===== config.mk =====
export PLATFORM = sky130hd
export DESIGN_NAME = jtag_tap
export DESIGN_NICKNAME = d
export VERILOG_FILES = /design/src/rtl/jtag_tap.sv
export SDC_FILE = /design/constraint.sdc
export NUM_CORES = 1
export LEC_CHECK = 0
export CAP_MARGIN = 10
export CORE_AREA = 2 2 57 59
export DETAILED_ROUTE_END_ITERATION = 10
export DIE_AREA = 0 0 59 61
export GPL_TIMING_DRIVEN = 0
export SETUP_SLACK_MARGIN = 0.4
export SLEW_MARGIN = 15
export SYNTH_ARGS = -nofsm -noshare
export SYNTH_HDL_FRONTEND = slang
export SYNTH_SLANG_ARGS = --single-unit

===== constraint.sdc =====
create_clock -name tck -period 1.75 [get_ports tck]
set_input_delay 0.35 -clock tck [delete_from_list [all_inputs] [get_ports tck]]
set_output_delay 0.35 -clock tck [all_outputs]
set_load 0.005 [all_outputs]

===== src/rtl/jtag_tap.sv =====
// jtag_tap: IEEE 1149.1 TAP controller driving the platform TDR chain.
// Define JTAG_TAP_IDCODE_EN to include the 32-bit IDCODE register.
module jtag_tap #(
    parameter int          IR_WIDTH = 4,
    parameter int          N_TDR    = 4,
    parameter logic [31:0] IDCODE   = 32'h1000_0001
) (
    input  logic                tck,
    input  logic                trstb,
    input  logic                tms,
    input  logic                tdi,
    output logic                tdo,
    output logic                tdo_en,
    output logic                cti,
    input  logic [N_TDR-1:0]    cto,
    output logic [N_TDR-1:0]    shift,
    output logic [N_TDR-1:0]    capture,
    output logic [N_TDR-1:0]    select,
    output logic [IR_WIDTH-1:0] ir_value
);

    typedef enum logic [3:0] {
        TLR, RTI,
        SELDR, CAPDR, SHDR, EX1DR, PAUDR, EX2DR, UPDDR,
        SELIR, CAPIR, SHIR, EX1IR, PAUIR, EX2IR, UPDIR
    } state_t;

    localparam logic [IR_WIDTH-1:0] IR_CAP = IR_WIDTH'(1);
`ifdef JTAG_TAP_IDCODE_EN
    localparam logic [IR_WIDTH-1:0] IR_RST = IR_WIDTH'(1);
    localparam logic [31:0]         ID_VAL = {IDCODE[31:1], 1'b1};
`else
    localparam logic [IR_WIDTH-1:0] IR_RST = '1;
`endif

    state_t                state;
    state_t                next_state;
    logic [IR_WIDTH-1:0]   ir_shift;
    logic                  bypass;
    logic                  dr_bit;

    assign cti = tdi;

    // TAP state register
    always_ff @(posedge tck or negedge trstb) begin
        if (!trstb) state <= TLR;
        else        state <= next_state;
    end

    // IEEE 1149.1 next-state decode and Moore DR strobes
    always_comb begin
        next_state = state;
        shift      = '0;
        capture    = '0;
        unique case (state)
            TLR:   next_state = tms ? TLR   : RTI;
            RTI:   next_state = tms ? SELDR : RTI;
            SELDR: next_state = tms ? SELIR : CAPDR;
            CAPDR: begin
                next_state = tms ? EX1DR : SHDR;
                shift      = select;
                capture    = select;
            end
            SHDR: begin
                next_state = tms ? EX1DR : SHDR;
                shift      = select;
            end
            EX1DR: next_state = tms ? UPDDR : PAUDR;
            PAUDR: next_state = tms ? EX2DR : PAUDR;
            EX2DR: next_state = tms ? UPDDR : SHDR;
            UPDDR: begin
                next_state = tms ? SELDR : RTI;
                capture    = select;
            end
            SELIR: next_state = tms ? TLR   : CAPIR;
            CAPIR: next_state = tms ? EX1IR : SHIR;
            SHIR:  next_state = tms ? EX1IR : SHIR;
            EX1IR: next_state = tms ? UPDIR : PAUIR;
            PAUIR: next_state = tms ? EX2IR : PAUIR;
            EX2IR: next_state = tms ? UPDIR : SHIR;
            UPDIR: next_state = tms ? SELDR : RTI;
        endcase
    end

    // Instruction shift register and the committed instruction
    always_ff @(posedge tck or negedge trstb) begin
        if (!trstb) begin
            ir_shift <= IR_CAP;
            ir_value <= IR_RST;
        end else begin
            if (state == CAPIR)
                ir_shift <= IR_CAP;
            else if (state == SHIR)
                ir_shift <= {tdi, ir_shift[IR_WIDTH-1:1]};
            if (next_state == TLR)
                ir_value <= IR_RST;
            else if (state == UPDIR)
                ir_value <= ir_shift;
        end
    end

    // Level selects follow the committed instruction only
    for (genvar k = 0; k < N_TDR; k++) begin : g_sel
        assign select[k] = (ir_value == IR_WIDTH'(k + 2));
    end

    // One-bit bypass register
    always_ff @(posedge tck or negedge trstb) begin
        if (!trstb)              bypass <= 1'b0;
        else if (state == CAPDR) bypass <= 1'b0;
        else if (state == SHDR)  bypass <= tdi;
    end

`ifdef JTAG_TAP_IDCODE_EN
    logic [31:0] idcode_sr;

    // IDCODE register, shifted out LSB first
    always_ff @(posedge tck or negedge trstb) begin
        if (!trstb)              idcode_sr <= ID_VAL;
        else if (state == CAPDR) idcode_sr <= ID_VAL;
        else if (state == SHDR)  idcode_sr <= {tdi, idcode_sr[31:1]};
    end

    // DR output source: selected TDR, IDCODE, else bypass
    always_comb begin
        dr_bit = bypass;
        if (ir_value == IR_WIDTH'(1))
            dr_bit = idcode_sr[0];
        for (int k = 0; k < N_TDR; k++)
            if (select[k]) dr_bit = cto[k];
    end
`else
    logic unused_idcode;
    assign unused_idcode = ^IDCODE;

    // DR output source: selected TDR, else bypass
    always_comb begin
        dr_bit = bypass;
        for (int k = 0; k < N_TDR; k++)
            if (select[k]) dr_bit = cto[k];
    end
`endif

    // TDO launched on the falling edge; held outside shift states
    always_ff @(negedge tck or negedge trstb) begin
        if (!trstb) begin
            tdo    <= 1'b0;
            tdo_en <= 1'b0;
        end else if (state == SHIR) begin
            tdo    <= ir_shift[0];
            tdo_en <= 1'b1;
        end else if (state == SHDR) begin
            tdo    <= dr_bit;
            tdo_en <= 1'b1;
        end else begin
            tdo_en <= 1'b0;
        end
    end

endmodule

Word-level counts from Yosys, hierarchy flattened
Cells that the tools add are included.

cells by class
  reductions and logical operators = 10
  mux-type cells = 29
  eq/ne operators = 19

operators by type and width
  kind                  count
  $pmux W4 S12          1
  $mux W4               10
  $eq A4 B4 Y1 const B  8
  $eq A4 B3 Y1 const B  6
  $eq A4 B2 Y1 const B  4
  $mux W1               13
  $logic_not A4 Y1      2
  $reduce_bool A2 Y1    4
  $mux W2               3
  $mux W3               2
  $reduce_or A2 Y1      3
  $eq A4 B1 Y1 const B  1
  $reduce_or A3 Y1      1

storage, ports and cells
  register bits after elaboration = 15
  input port bits = 8
  logic and storage cells = 64
  output and inout bits = 19

Longest topological paths before layout
  depth in word-level cells = 7
  gate-level depth with buffers = 6

==> run_results.csv <==
group,metric,value,unit
routing,drt-wirelength-per-cell,15.5,um
die,die_area,3600,um2
setup_path,worst_ep_required_time,1000,ps
cts,clock_path_buffers,2,
die,design.portCount,27,
placed_design,placed_cells,183,
timing,max-slew-margin-rel,0.746,
die,core_area,2950,um2
routing,num_vias,1160,
cells_and_area,drive_gt1_frac,0.588,
setup_path,timing.critical_path.arrival,1440,ps
synth,synthSimpleGateAreaFrac,0.303,
cells_and_area,area_growth,83.3,%
timing,timing.fmax,459,MHz
global_routing,grt_usage,0.186,
setup_path,ff2ff_setup_slack,-440,ps
die,dieWidth,59,um
setup_path,crit_path_max_incr_delay,550,ps
synth,netlist_area,1040,um2
synth,avgSynthCellArea,8.34,um2
routing,finalWirelength,3520,um
global_routing,antenna_found_initial,0,
run,max-cap-violations,0,
timing,period_needed,2190,ps
global_routing,met3_usage,0.0362,
setup_path,reg2reg_path_depth,5,
timing,fin_ws,-435,ps
pwr,static_leakage,0.000906,uW
timing,maxSlewViolCount,0,
cts,cts_buffers,3,
setup_path,crit_path_cell_trace,"buf_6 > and4bb_2 > a21oi_2 > o221ai_1 > o211ai_1",
setup_path,rr_startpoint,"ir_value[0]",
global_routing,grt_pass1_vias,1067,
cts,clk_pin_slew,100,ps
cells_and_area,insertedDiodeCount,0,
synth,ys_types,36,
setup_path,timing.rr.end,"tdo",
routing,drt_iter0_markers,28,
setup_path,critical_path.startpoint,"ir_value[0]",
synth,synthFlopType,"dfrtp_1",
timing,worst_slew_pin_slew,381,ps
cts,cts_hold_buffers,0,
pwr,switchingPower,1070,uW
synth,portion_of_netlist_area_occupied_by_mux_cells,0.0492,
timing,finClkSkew,3.09,ps
pwr,power.density,1360,nW/um2
global_routing,grt_overflow_total,0,
synth,synth-async-reset-ratio,1.00,
cells_and_area,final_cell_count_no_fill,227,
timing,rsz0062_at_grt,"true",
synth,yosys_register_bits,15,
synth,seq_area_frac_synth,0.366,
synth,synth-edff-count,0,
synth,synth_xor_area_frac,0.00840,
setup_path,setup.worst_path.end_class,"flop",
synth,synth_fp_nets,133,
timing,final_hold_viol_count,0,
timing,setup_tns,-4150,ps
synth,synth_top_family_by_area,"simple AND/OR/NAND/NOR gates",
global_routing,grt-busiest-layer,"met2",
die,rows,20,
global_routing,grt_start_max_net_pins,16,
placed_design,place_congestion,0.820,
pwr,power_frac_seq,0.232,
run_status,result_of_the_run,"complete, but fails checks",
cts,root_buffer_master,"clkbuf_4",
timing,report.final.setup_viol,16,
die,die_height,61,um
synth,yosys.area_share.adder,0,
pwr,internal_power,1520,uW
cts,clkSinkCount,15,
placed_design,place.port_buffers,25,
routing,antenna_violating_nets_post_route,0,
run_status,failed_checks,"negative setup slack",
pwr,ir_drop,721,uV
synth,netlist_instances,125,
synth,synth.yosys.warnings,0,
routing,drc,0,
cts,htreeDepth,1,
setup_path,critPathSlowestCell,"dfstp_2",
setup_path,worstSetupPathType,"flop to flop",
cts,worst_skew_late_latency,280,ps
die,initial_utilization,0.353,
routing,drt_first_pass_iters,4,
cells_and_area,final.fill_count,239,
setup_path,critical_path.max_fanout,3,
cells_and_area,layout_net_count,203,
timing,layout_worst_path_cycle_share,1.25,
global_routing,grt_use_met2,0.340,
setup_path,critical_path.startpoint_type,"flop",
placed_design,place.detailed.hpwl,1970,um
global_routing,grt_pass1_wl,5050,um
global_routing,global_route.usage.met1,0.226,
worst_hold_path,hp-class,"input pin to asynchronous set/reset pin",
cts,cts_tree,"built",
pwr,netSwitchingFraction,0.411,
routing,routed_via_density,5.11,
pwr,combinationalPowerShare,0.687,
pwr,power.share.clock,0.081,
synth,synth-compound-area-share,0.184,
timing,whs,53.3,ps
==> how the worst max path moves through the flow <==
stage,endpoint,slack [ps],depth (start not counted)
finish,tdo,-440,5
global route,tdo,-500,5
CTS,tdo,-460,5
detailed placement,tdo,-640,5
global placement,tdo,-620,5
floorplan,tdo,-400,5
==> critical path, delay by kind of cell, from the launching register on <==
family,cells,cell delay [ps]
compound gates,3,280
flops,1,550
buf+inv,1,90
simple gates,1,230
==> layout by cell type, fill, tap and decap left out, types with 5 or more instances in the layout <==
cell type,netlist,layout
buf_2,6,14
buf_4,3,17
buf_6,2,36
dfrtp_1,8,8
dfstp_2,5,5
nand2_1,19,17
nor2_2,0,5
nor2_4,1,6
o21ai_1,8,8
==> repair_timing <==
action	in CTS	in global routing
pin swaps	10	15
buffers inserted	28	12
resized for setup	100	49
endpoints found under the setup margin	23	26
==> layer usage <==
metal	routed length [um]	up-vias	share of wire
li1	-	569	-
met1	1530	554	0.44
met2	1830	35	0.52
met3	133	2	0.038
met4	21	0	0.0060
met5	0	-	0
==> final cells by class <==
cell class,instances,area [um2],area share
Tap cell,33,41.3,0.0216
Sequential cell,15,382,0.200
Buffer,11,104,0.0544
Timing Repair Buffer,65,599,0.314
Clock inverter,1,5.00,0.00262
Clock buffer,3,22.5,0.0118
Multi-Input combinational cell,94,738,0.386
Inverter,5,18.8,0.00982
==> synthesized netlist by cell type, types with 2 or more instances <==
cell type / count / share of area
o21ai_1: 8 / 0.038
o221ai_1: 2 / 0.017
buf_6: 2 / 0.022
nand2_1: 19 / 0.068
nor2b_1: 3 / 0.018
o21ai_0: 2 / 0.0096
o211ai_1: 2 / 0.014
mux2i_1: 4 / 0.038
buf_4: 3 / 0.022
a211oi_1: 2 / 0.014
dfrtn_1: 2 / 0.048
nor3b_1: 4 / 0.029
nand3b_2: 2 / 0.022
or3b_1: 2 / 0.017
nand3_1: 2 / 0.0096
a21boi_0: 2 / 0.014
o22ai_1: 2 / 0.012
dfstp_2: 5 / 0.13
nand2b_1: 6 / 0.036
inv_1: 5 / 0.018
dfrtp_1: 8 / 0.19
nor2_1: 13 / 0.047
a21oi_1: 7 / 0.034
buf_2: 6 / 0.029
==> metrics by stage <==
step                 util  total power (uW)  worst slack [ps]  cell area, um2
global route        0.647              2750              -503            1910
finish              0.647              2590              -435            1910
detailed placement  0.463              1710              -635            1370
global placement    0.463              1680              -622            1370
CTS                 0.545              2200              -459            1610
floorplan               -              1400              -398            1080
==> state kept, by name, summed over array words and instances, names as in the netlist <==
| register | flops |
|---|---|
| bypass | 1 |
| tdo_en | 1 |
| state | 4 |
| tdo | 1 |
| ir_value | 4 |
| ir_shift | 4 |
==> power groups by stage <==
stage,registers [uW],logic [uW],clock network [uW]
4_1_cts,602,1390,206
2_1_floorplan,599,797,0
5_1_grt,625,1900,220
3_5_place_dp,624,1090,0
6_report,602,1780,210
3_3_place_gp,616,1060,0
==> kinds of logic (layout without fill, tap and decap cells) <==
group,Yosys count,after routing
and+or+nand+nor,57,57
DFF,15,15
xor gates and xnor gates,1,1
muxes,5,5
AOI/OAI and AO/OA,31,31
buffers and inverters,16,85
Note: power is estimated with default switching activity, not from simulation.
